`config.mk`:
```
export PLATFORM = sky130hd
export DESIGN_NAME = dispatch_ctrl
export DESIGN_NICKNAME = d
export VERILOG_FILES = /design/src/rtl/dispatch_ctrl_pkg.sv /design/src/rtl/rob_tag_alloc.sv /design/src/rtl/dispatch_ctrl.sv
export SDC_FILE = /design/constraint.sdc
export NUM_CORES = 1
export LEC_CHECK = 0
export ABC_AREA = 0
export BUFFER_PORTS_ARGS = -buffer_cell sky130_fd_sc_hd__buf_4
export CAP_MARGIN = 40
export CORE_MARGIN = 3
export CORE_UTILIZATION = 25
export DETAILED_ROUTE_END_ITERATION = 8
export GPL_ROUTABILITY_DRIVEN = 1
export HOLD_SLACK_MARGIN = 0.05
export SLEW_MARGIN = 20
export SYNTH_ARGS = -nofsm -noshare
export SYNTH_HDL_FRONTEND = slang
export SYNTH_SLANG_ARGS = --single-unit
```
`constraint.sdc`:
```
create_clock -name clk_in -period 2.6 [get_ports clk_in]
set_input_delay 0.39 -clock clk_in [delete_from_list [all_inputs] [get_ports clk_in]]
set_output_delay 0.39 -clock clk_in [all_outputs]
set_load 0.01 [all_outputs]
```
`src/rtl/dispatch_ctrl_pkg.sv`:
```
// Shared CPU constants: ROB sizing, dispatch unit encoding and decoder op codes.
package dispatch_ctrl_pkg;

  localparam int ROB_WIDTH = 4;

  localparam logic UNIT_RS  = 1'b0;
  localparam logic UNIT_LSB = 1'b1;

  typedef enum logic [1:0] {
    OP_ALU    = 2'd0,
    OP_BRANCH = 2'd1,
    OP_LOAD   = 2'd2,
    OP_STORE  = 2'd3
  } dec_op_e;

  typedef enum logic {
    ST_EMPTY = 1'b0,
    ST_HELD  = 1'b1
  } disp_state_e;

  // Memory ops go to the load/store buffer, everything else to the reservation station.
  function automatic logic op_unit(input dec_op_e op);
    return (op == OP_LOAD || op == OP_STORE) ? UNIT_LSB : UNIT_RS;
  endfunction

endpackage

```
`src/rtl/rob_tag_alloc.sv`:
```
// ROB tag allocator: hands out sequential tags and tracks live ROB occupancy.
module rob_tag_alloc #(
  parameter int ROB_WIDTH = 4
) (
  input  logic                 i_clk,
  input  logic                 i_rst,
  input  logic                 i_rdy,
  input  logic                 i_clear,
  input  logic                 i_fire,
  input  logic                 i_commit,
  output logic [ROB_WIDTH-1:0] o_next_tag,
  output logic [ROB_WIDTH:0]   o_rob_count,
  output logic                 o_has_space
);

  logic [ROB_WIDTH-1:0] r_next_tag;
  logic [ROB_WIDTH:0]   r_count;
  logic                 w_commit_eff;

  // A retire request against an empty ROB is spurious and must not underflow.
  assign w_commit_eff = i_commit & (r_count != '0);

  always_ff @(posedge i_clk or posedge i_rst) begin
    if (i_rst) begin
      r_next_tag <= '0;
      r_count    <= '0;
    end else if (i_clear) begin
      r_next_tag <= '0;
      r_count    <= '0;
    end else if (i_rdy) begin
      if (i_fire)
        r_next_tag <= r_next_tag + 1'b1;
      case ({i_fire, w_commit_eff})
        2'b10:   r_count <= r_count + 1'b1;
        2'b01:   r_count <= r_count - 1'b1;
        default: r_count <= r_count;
      endcase
    end
  end

  assign o_next_tag  = r_next_tag;
  assign o_rob_count = r_count;
  // Full exactly when the MSB of the count is set (count == 2^ROB_WIDTH).
  assign o_has_space = ~r_count[ROB_WIDTH];

endmodule

```
`src/rtl/dispatch_ctrl.sv`:
```
// Dispatch controller: holds one decoded instruction and issues it to the RS or LSB with a ROB tag.
module dispatch_ctrl
  import dispatch_ctrl_pkg::*;
#(
  parameter int ROB_WIDTH = dispatch_ctrl_pkg::ROB_WIDTH
) (
  input  logic                 clk_in,
  input  logic                 rst_in,
  input  logic                 rdy_in,
  input  logic                 clear,
  input  logic                 dec_valid,
  input  logic                 dec_unit,
  output logic                 dec_ready,
  input  logic                 rs_space,
  input  logic                 lsb_space,
  input  logic                 commit,
  output logic                 issue_rs,
  output logic                 issue_lsb,
  output logic [ROB_WIDTH-1:0] issue_tag,
  output logic [ROB_WIDTH-1:0] next_tag,
  output logic                 rob_has_space,
  output logic [ROB_WIDTH:0]   rob_count
);

  disp_state_e r_state;
  logic        r_unit;
  logic        w_unit_space;
  logic        w_fire;

  assign w_unit_space = (r_unit == UNIT_LSB) ? lsb_space : rs_space;
  assign w_fire       = (r_state == ST_HELD) & rdy_in & ~clear & rob_has_space & w_unit_space;
  // Accept when empty, or when the held entry leaves this same cycle.
  assign dec_ready    = rdy_in & ~clear & ((r_state == ST_EMPTY) | w_fire);

  always_ff @(posedge clk_in or posedge rst_in) begin
    if (rst_in) begin
      r_state   <= ST_EMPTY;
      r_unit    <= UNIT_RS;
      issue_rs  <= 1'b0;
      issue_lsb <= 1'b0;
      issue_tag <= '0;
    end else if (clear) begin
      r_state   <= ST_EMPTY;
      issue_rs  <= 1'b0;
      issue_lsb <= 1'b0;
    end else if (rdy_in) begin
      issue_rs  <= w_fire & (r_unit == UNIT_RS);
      issue_lsb <= w_fire & (r_unit == UNIT_LSB);
      if (w_fire)
        issue_tag <= next_tag;
      if (dec_valid & dec_ready) begin
        r_state <= ST_HELD;
        r_unit  <= dec_unit;
      end else if (w_fire) begin
        r_state <= ST_EMPTY;
      end
    end else begin
      issue_rs  <= 1'b0;
      issue_lsb <= 1'b0;
    end
  end

  rob_tag_alloc #(
    .ROB_WIDTH (ROB_WIDTH)
  ) u_rob_tag_alloc (
    .i_clk       (clk_in),
    .i_rst       (rst_in),
    .i_rdy       (rdy_in),
    .i_clear     (clear),
    .i_fire      (w_fire),
    .i_commit    (commit),
    .o_next_tag  (next_tag),
    .o_rob_count (rob_count),
    .o_has_space (rob_has_space)
  );

endmodule

```
=== Yosys cells after proc, flatten, opt, wreduce, memory -nomap -nowiden ===
Index checks and enable logic that the tools add are counted.

* Logic and storage cells: 52
* Output and inout port bits: 17
* Flip-flop bits (word level): 17
* Input port bits: 9

* Reduce and logical (&&, ||, !) cells: 10
* Add/subtract/negate cells: 3
* Muxes and demuxes: 15
* Bitwise logic cells: 15
* Equal/unequal tests: 2

{| class="wikitable"
|+ Operators with widths
! cell !! number
|-
| two-way mux 4 bit || 3
|-
| AND 1 bit || 10
|-
| two-way mux 5 bit || 2
|-
| case mux 5 bit (2 select lines) || 1
|-
| two-way mux 1 bit || 9
|-
| AND reduction 2 bit || 3
|-
| AND reduction 3 bit || 2
|-
| nonzero test 3 bit || 2
|-
| adder 5 x 1 -> 5 bit, second input constant || 1
|-
| nonzero test 5 bit || 1
|-
| subtractor 5 x 1 -> 5 bit, second input constant || 1
|-
| adder 4 x 1 -> 4 bit, second input constant || 1
|-
| NOT 1 bit || 4
|-
| nonzero test 2 bit || 2
|-
| equality test 2 x 1 -> 1 bit, second input constant || 1
|-
| equality test 2 bit, second input constant || 1
|-
| OR 1 bit || 1
|}

=== Depth between registers and ports, before layout ===
* Word-level depth: 10
* Depth in mapped cells: 13
* Depth with buffers taken out: 10

=== Modules after synthesis ===
From an unflattened synthesis, not the netlist that was laid out.

* Cells, all modules: 96
* Area, all modules: 1,016.0 sq um

{| class="wikitable"
|+ Modules (own cells, without submodules)
! module !! area each (sq um) !! instances !! cells each !! seq. area each (sq um)
|-
| rob_tag_alloc || 653.1 || 1 || 67 || 225.2
|-
| dispatch_ctrl || 362.8 || 1 || 29 || 200.2
|}

=== Least setup slack after synthesis ===
OpenSTA, ideal clock, no wires.

* Path type: input to register
* Start point: input clear
* End point: register u_rob_tag_alloc.r_count[4], in the netlist u_rob_tag_alloc.o_rob_count[4]
* Stages: 13
* Arrival time: 2,697 ps
* Buffers on the path: 3
* Slack: -224 ps
* Data required time: 2,473 ps
* Library setup time: 127 ps
* Cell sequence: buf_6 nand4bb_4 or2_1 buf_2 and2_0 clkbuf_1 xor2_1 ha_1 or3_1 a21oi_1 nand3_1 a21oi_2 mux2_1

* Longest elaborated chain between the ends: 8
* Elaborated cells on any way between the ends: 12
* Classes of those cells: 2 x eq/ne; 3 x mux; 4 x bitwise; 3 x reduce/logical

{| class="wikitable"
|+ Ends and longest elaborated chain
! item !! RTL line !! text
|-
| start, declared || dispatch_ctrl.sv:10 || <nowiki>input logic clear,</nowiki>
|-
| NOT 1 bit (no line) || n/a ||
|-
| AND 1 bit (3 in series) || dispatch_ctrl.sv:31 || <nowiki>assign w_fire = (r_state == ST_HELD) & rdy_in & ~clear & rob_has_space & w_unit_space;</nowiki>
|-
| equality test 2 x 1 -> 1 bit or equality test 2 bit (tied branches) || rob_tag_alloc.sv:33 || <nowiki>case ({i_fire, w_commit_eff})</nowiki>
|-
| case mux 5 bit (2 select lines) || rob_tag_alloc.sv:33 ||
|-
| two-way mux 5 bit || rob_tag_alloc.sv:30 || <nowiki>end else if (i_rdy) begin</nowiki>
|-
| two-way mux 5 bit || rob_tag_alloc.sv:27 || <nowiki>end else if (i_clear) begin</nowiki>
|-
| end signal, assigned || rob_tag_alloc.sv:34 || <nowiki>2'b10: r_count <= r_count + 1'b1;</nowiki>
|-
| end signal, assigned || rob_tag_alloc.sv:35 || <nowiki>2'b01: r_count <= r_count - 1'b1;</nowiki>
|-
| end signal, assigned || rob_tag_alloc.sv:36 || <nowiki>default: r_count <= r_count;</nowiki>
|-
| end, declared || rob_tag_alloc.sv:17 || <nowiki>logic [ROB_WIDTH:0] r_count;</nowiki>
|}

Several ways; a longest one is shown, not always the timed one. The select of a mux whose other input is x is not followed.
A chain may end at the register's enable or synchronous reset.

=== Worst setup path after layout ===
* Start point: register u_rob_tag_alloc.r_count[4], in the netlist u_rob_tag_alloc.o_rob_count[4]
* End point: register u_rob_tag_alloc.r_count[4], in the netlist u_rob_tag_alloc.o_rob_count[4]

* Longest elaborated chain between the ends: 7
* Elaborated cells on any way between the ends: 14
* Classes of those cells: 2 x add/sub; 2 x eq/ne; 3 x mux; 4 x bitwise; 3 x reduce/logical

{| class="wikitable"
|+ Ends and longest elaborated chain
! item
|-
| branches (longest 7 deep; another with subtractor 5 x 1 -> 5 bit)
|}

Parallel ways; which one is timed is not known. The select of a mux whose other input is x is not followed.

==> flow_metrics.py <==
metrics = {
    "routing": {
        "ant_nets": 0,
        "routed_wl_um": 2259,
        "vias_per_cell": 4.462,
        "drtIter0Drc": 40,
        "dr.pass1.iters": 4,
        "wl_per_cell_um": 12.41,
        "drc": 0,
        "vias": 812,
    },
    "synthesis": {
        "synth_xor_area_share_pct": 3.748,
        "synthTopCellsByCount": "nand2_1 (21), dfrtp_1 (17), nor2_1 (8), inv_1 (6), o21ai_0 (5)",
        "synth_flop_cell": "dfrtp_1",
        "synth_top_family_by_area": "simple AND/OR/NAND/NOR gates",
        "syn_avg_cell_area_um2": 9.441,
        "async_flop_share_pct": 100.0,
        "synth_compound_area_share_pct": 14.06,
        "synth_nets": 111,
        "synth_area_um2": 934.6,
        "synth_warnings": 0,
        "synthSimpleGateAreaFrac_pct": 21.82,
        "synth_fa_ha_area_share_pct": 4.016,
        "synthMuxAreaShare_pct": 5.756,
        "synth-seq-area-share_pct": 45.52,
        "yosysTopAreaCellShare_pct": 45.52,
        "synth_area_leaders": "dfrtp_1 (46%), nand2_1 (8.4%), ha_1 (4.0%), nor2_1 (3.2%), nand4bb_4 (2.9%)",
        "synth.largest_area_cell": "dfrtp_1",
        "synth_edf_count": 0,
        "synth.distinct_cells": 36,
        "synth.most_common_cell": "nand2_1",
        "ys_ff_latch": 17,
        "synthCells": 99,
    },
    "setup_path": {
        "critPathMaxStageDelay_ns": 0.44,
        "setup.worst_path.class": "reg -> reg",
        "startpoint_type": "flop",
        "reg2reg_to": "u_rob_tag_alloc.o_rob_count[4]$_DFFE_PP0P_",
        "r2r-start": "u_rob_tag_alloc.o_rob_count[4]$_DFFE_PP0P_",
        "crit_top_cell": "a21oi_2",
        "reg2reg_depth": 10,
        "cp_data_arrival_time_ns": 2.63,
        "end_kind": "flop",
        "slowest_stage": "dfrtp_2",
        "cp_top_family": "simple AND/OR/NAND/NOR gates",
        "crit_fanout": 4,
        "crit_chain": "nand4bb_4, or2_1, and2_4, xor2_1, ha_2, or3_1, a21oi_2, nand3_1, a21oi_2, mux2_4",
        "required_ns": 2.74,
        "rrSetupSlack_ns": 0.11,
        "crit_buf_inv": 0,
    },
    "layout": {
        "nets": 149,
        "synthToLayoutAreaGrowth_pct": 39.63,
        "drive_gt1_share_pct": 36.76,
        "stdcell_count": 182,
        "antenna_cells": 0,
    },
    "floorplanning": {
        "die_w_um": 67.15,
        "rows": 21,
        "coreArea_um2": 3468,
        "start_util_pct": 26.95,
        "dieArea_um2": 4508,
        "die_h_um": 67.15,
        "io-pin-count": 26,
    },
    "placed_design": {
        "gp_congestion": 0.8680,
        "place_ws_ns": -0.01038,
        "portBuffers": 25,
        "hpwl_um": 1741,
        "dp_cells": 176,
    },
    "clock_tree": {
        "clock_latency_ns": 0.25,
        "clock_tree.root_cell": "clkbuf_8",
        "cts_sinks": 17,
        "tritoncts": "yes",
        "clockBufferDepth": 2,
        "h-tree-depth": 1,
        "numCtsBuffers": 3,
        "path_clk_slew_ns": 0.07,
    },
    "global_routing": {
        "grt-busiest-layer": "met2",
        "grt_pass1_vias": 861,
        "grt_use_met1_pct": 14.34,
        "overflow": 0,
        "met2_usage_pct": 18.16,
        "grt_max_degree": 18,
        "antenna_found_initial": 0,
        "grt_pass1_wl_um": 3891,
        "use_met3_pct": 2.163,
        "grt_util_all_layers_pct": 11.29,
    },
    "hold_path": {
        "worstHoldPathType": "in -> async",
    },
    "status": {
        "status": "complete, no violations",
    },
    "sta": {
        "worst_pin_slew_ns": 0.6556,
        "finalSetupViolCount": 0,
        "finalCriticalPeriod_ns": 2.487,
        "final_max_slew_viol_count": 0,
        "clock.fmax_mhz": 402.1,
        "hold_viol_final": 0,
        "slew-limit-headroom_pct": 56.25,
        "post-route-period-util_pct": 95.64,
        "fin_ws_ns": 0.1134,
        "setup_tns_ns": 0,
        "fin_skew_ns": 0.001575,
        "rsz0062_at_grt": "yes",
    },
    "power": {
        "power_density_nw_per_um2": 485.3,
        "leakage_nw": 0.6620,
        "peakVddDrop_mv": 0.1434,
    },
    "run": {
        "cap_violations": 0,
    },
}
[power breakdown]
group,switching [W],internal (W),total (W),leakage (nW)
combinational,0.0000675,0.0000732,0.000141,0.404
clock,0.0000958,0.000106,0.000202,0.0255
sequential,0.0000128,0.000278,0.000291,0.232
total,0.000176,0.000457,0.000633,0.662
[cell type report]
cell class	count	area, um^2
fillers	376	2163
clock buffers	3	41.29
flip-flops and latches	17	426.7
well taps	46	57.56
clock inverters	1	5.005
repair buffers	37	277.8
multi-input cells	72	474.2
inverters	6	22.52
[registers in the layout (all words and copies together), names as in the netlist]
signal / count
issue_rs: 1
r_unit: 1
u_rob_tag_alloc.o_next_tag: 4
r_state: 1
u_rob_tag_alloc.o_rob_count: 5
issue_tag: 4
issue_lsb: 1
[per-stage QoR]
step / hold WS (ns) / total power [W] / area [um^2] / utilization, %
after global routing: 0.2864 / 0.0006649 / 1305 / 37.63
after detailed placement: 0.4705 / 0.0004289 / 1232 / 35.53
after floorplan: 0.3161 / 0.0003718 / 938.4 / -
after CTS: 0.2480 / 0.0006318 / 1279 / 36.87
after global placement: 0.4665 / 0.0004266 / 1232 / 35.53
final: 0.2290 / 0.0006333 / 1305 / 37.63
[layer usage]
metal  routed length [um]  part of all wire, %
met3                  121                  5.4
met1                 1059                   47
met4                   27                  1.2
met2                 1051                   47
met5                    0                    0
[placed cells by master (no fill, tap or decap), drive strengths merged, types with 3 or more instances in the layout]
master and n:
inv 6, nand2 21, o21ai 5, mux2 3, xor2 3, nor2 8
clkbuf 3, ha 3, dfrtp 17, a21oi 3, buf 37
[how the worst max path moves through the flow]
stage                                          startpoint                                    endpoint  slack, ns  cells after the start
3_5_place_dp                                        clear  u_rob_tag_alloc.o_rob_count[4]$_DFFE_PP0P_      -0.01                     11
4_1_cts        u_rob_tag_alloc.o_rob_count[4]$_DFFE_PP0P_  u_rob_tag_alloc.o_rob_count[4]$_DFFE_PP0P_      0.002                     10
5_1_grt        u_rob_tag_alloc.o_rob_count[4]$_DFFE_PP0P_  u_rob_tag_alloc.o_rob_count[4]$_DFFE_PP0P_      -0.04                     10
3_3_place_gp                                        clear  u_rob_tag_alloc.o_rob_count[4]$_DFFE_PP0P_       0.06                     11
2_1_floorplan                                       clear  u_rob_tag_alloc.o_rob_count[4]$_DFFE_PP0P_      -0.09                     13
6_report       u_rob_tag_alloc.o_rob_count[4]$_DFFE_PP0P_  u_rob_tag_alloc.o_rob_count[4]$_DFFE_PP0P_       0.11                     10
[worst reg2reg max path, stage by stage (launching register included)]
cell and delay [ns]:
dfrtp_2 0.44, nand4bb_4 0.22, or2_1 0.23, and2_4 0.16, xor2_1 0.14, ha_2 0.19
or3_1 0.32, a21oi_2 0.13, nand3_1 0.09, a21oi_2 0.15, mux2_4 0.31
[kinds of logic after synthesis]
| group | count (synthesis) |
|---|---|
| buffers and inverters | 10 |
| DFF | 17 |
| and+or+nand+nor | 41 |
| AOI/OAI and AO/OA | 19 |
| xor gates and xnor gates | 4 |
| muxes | 5 |
| adders and majority gates | 3 |
[what timing repair did]
item,in CTS,in global routing
setup buffers,0,2
resized for setup,0,5
setup endpoints to repair,0,1
hold buffers,0,0
(Power assumes the default switching activity.)
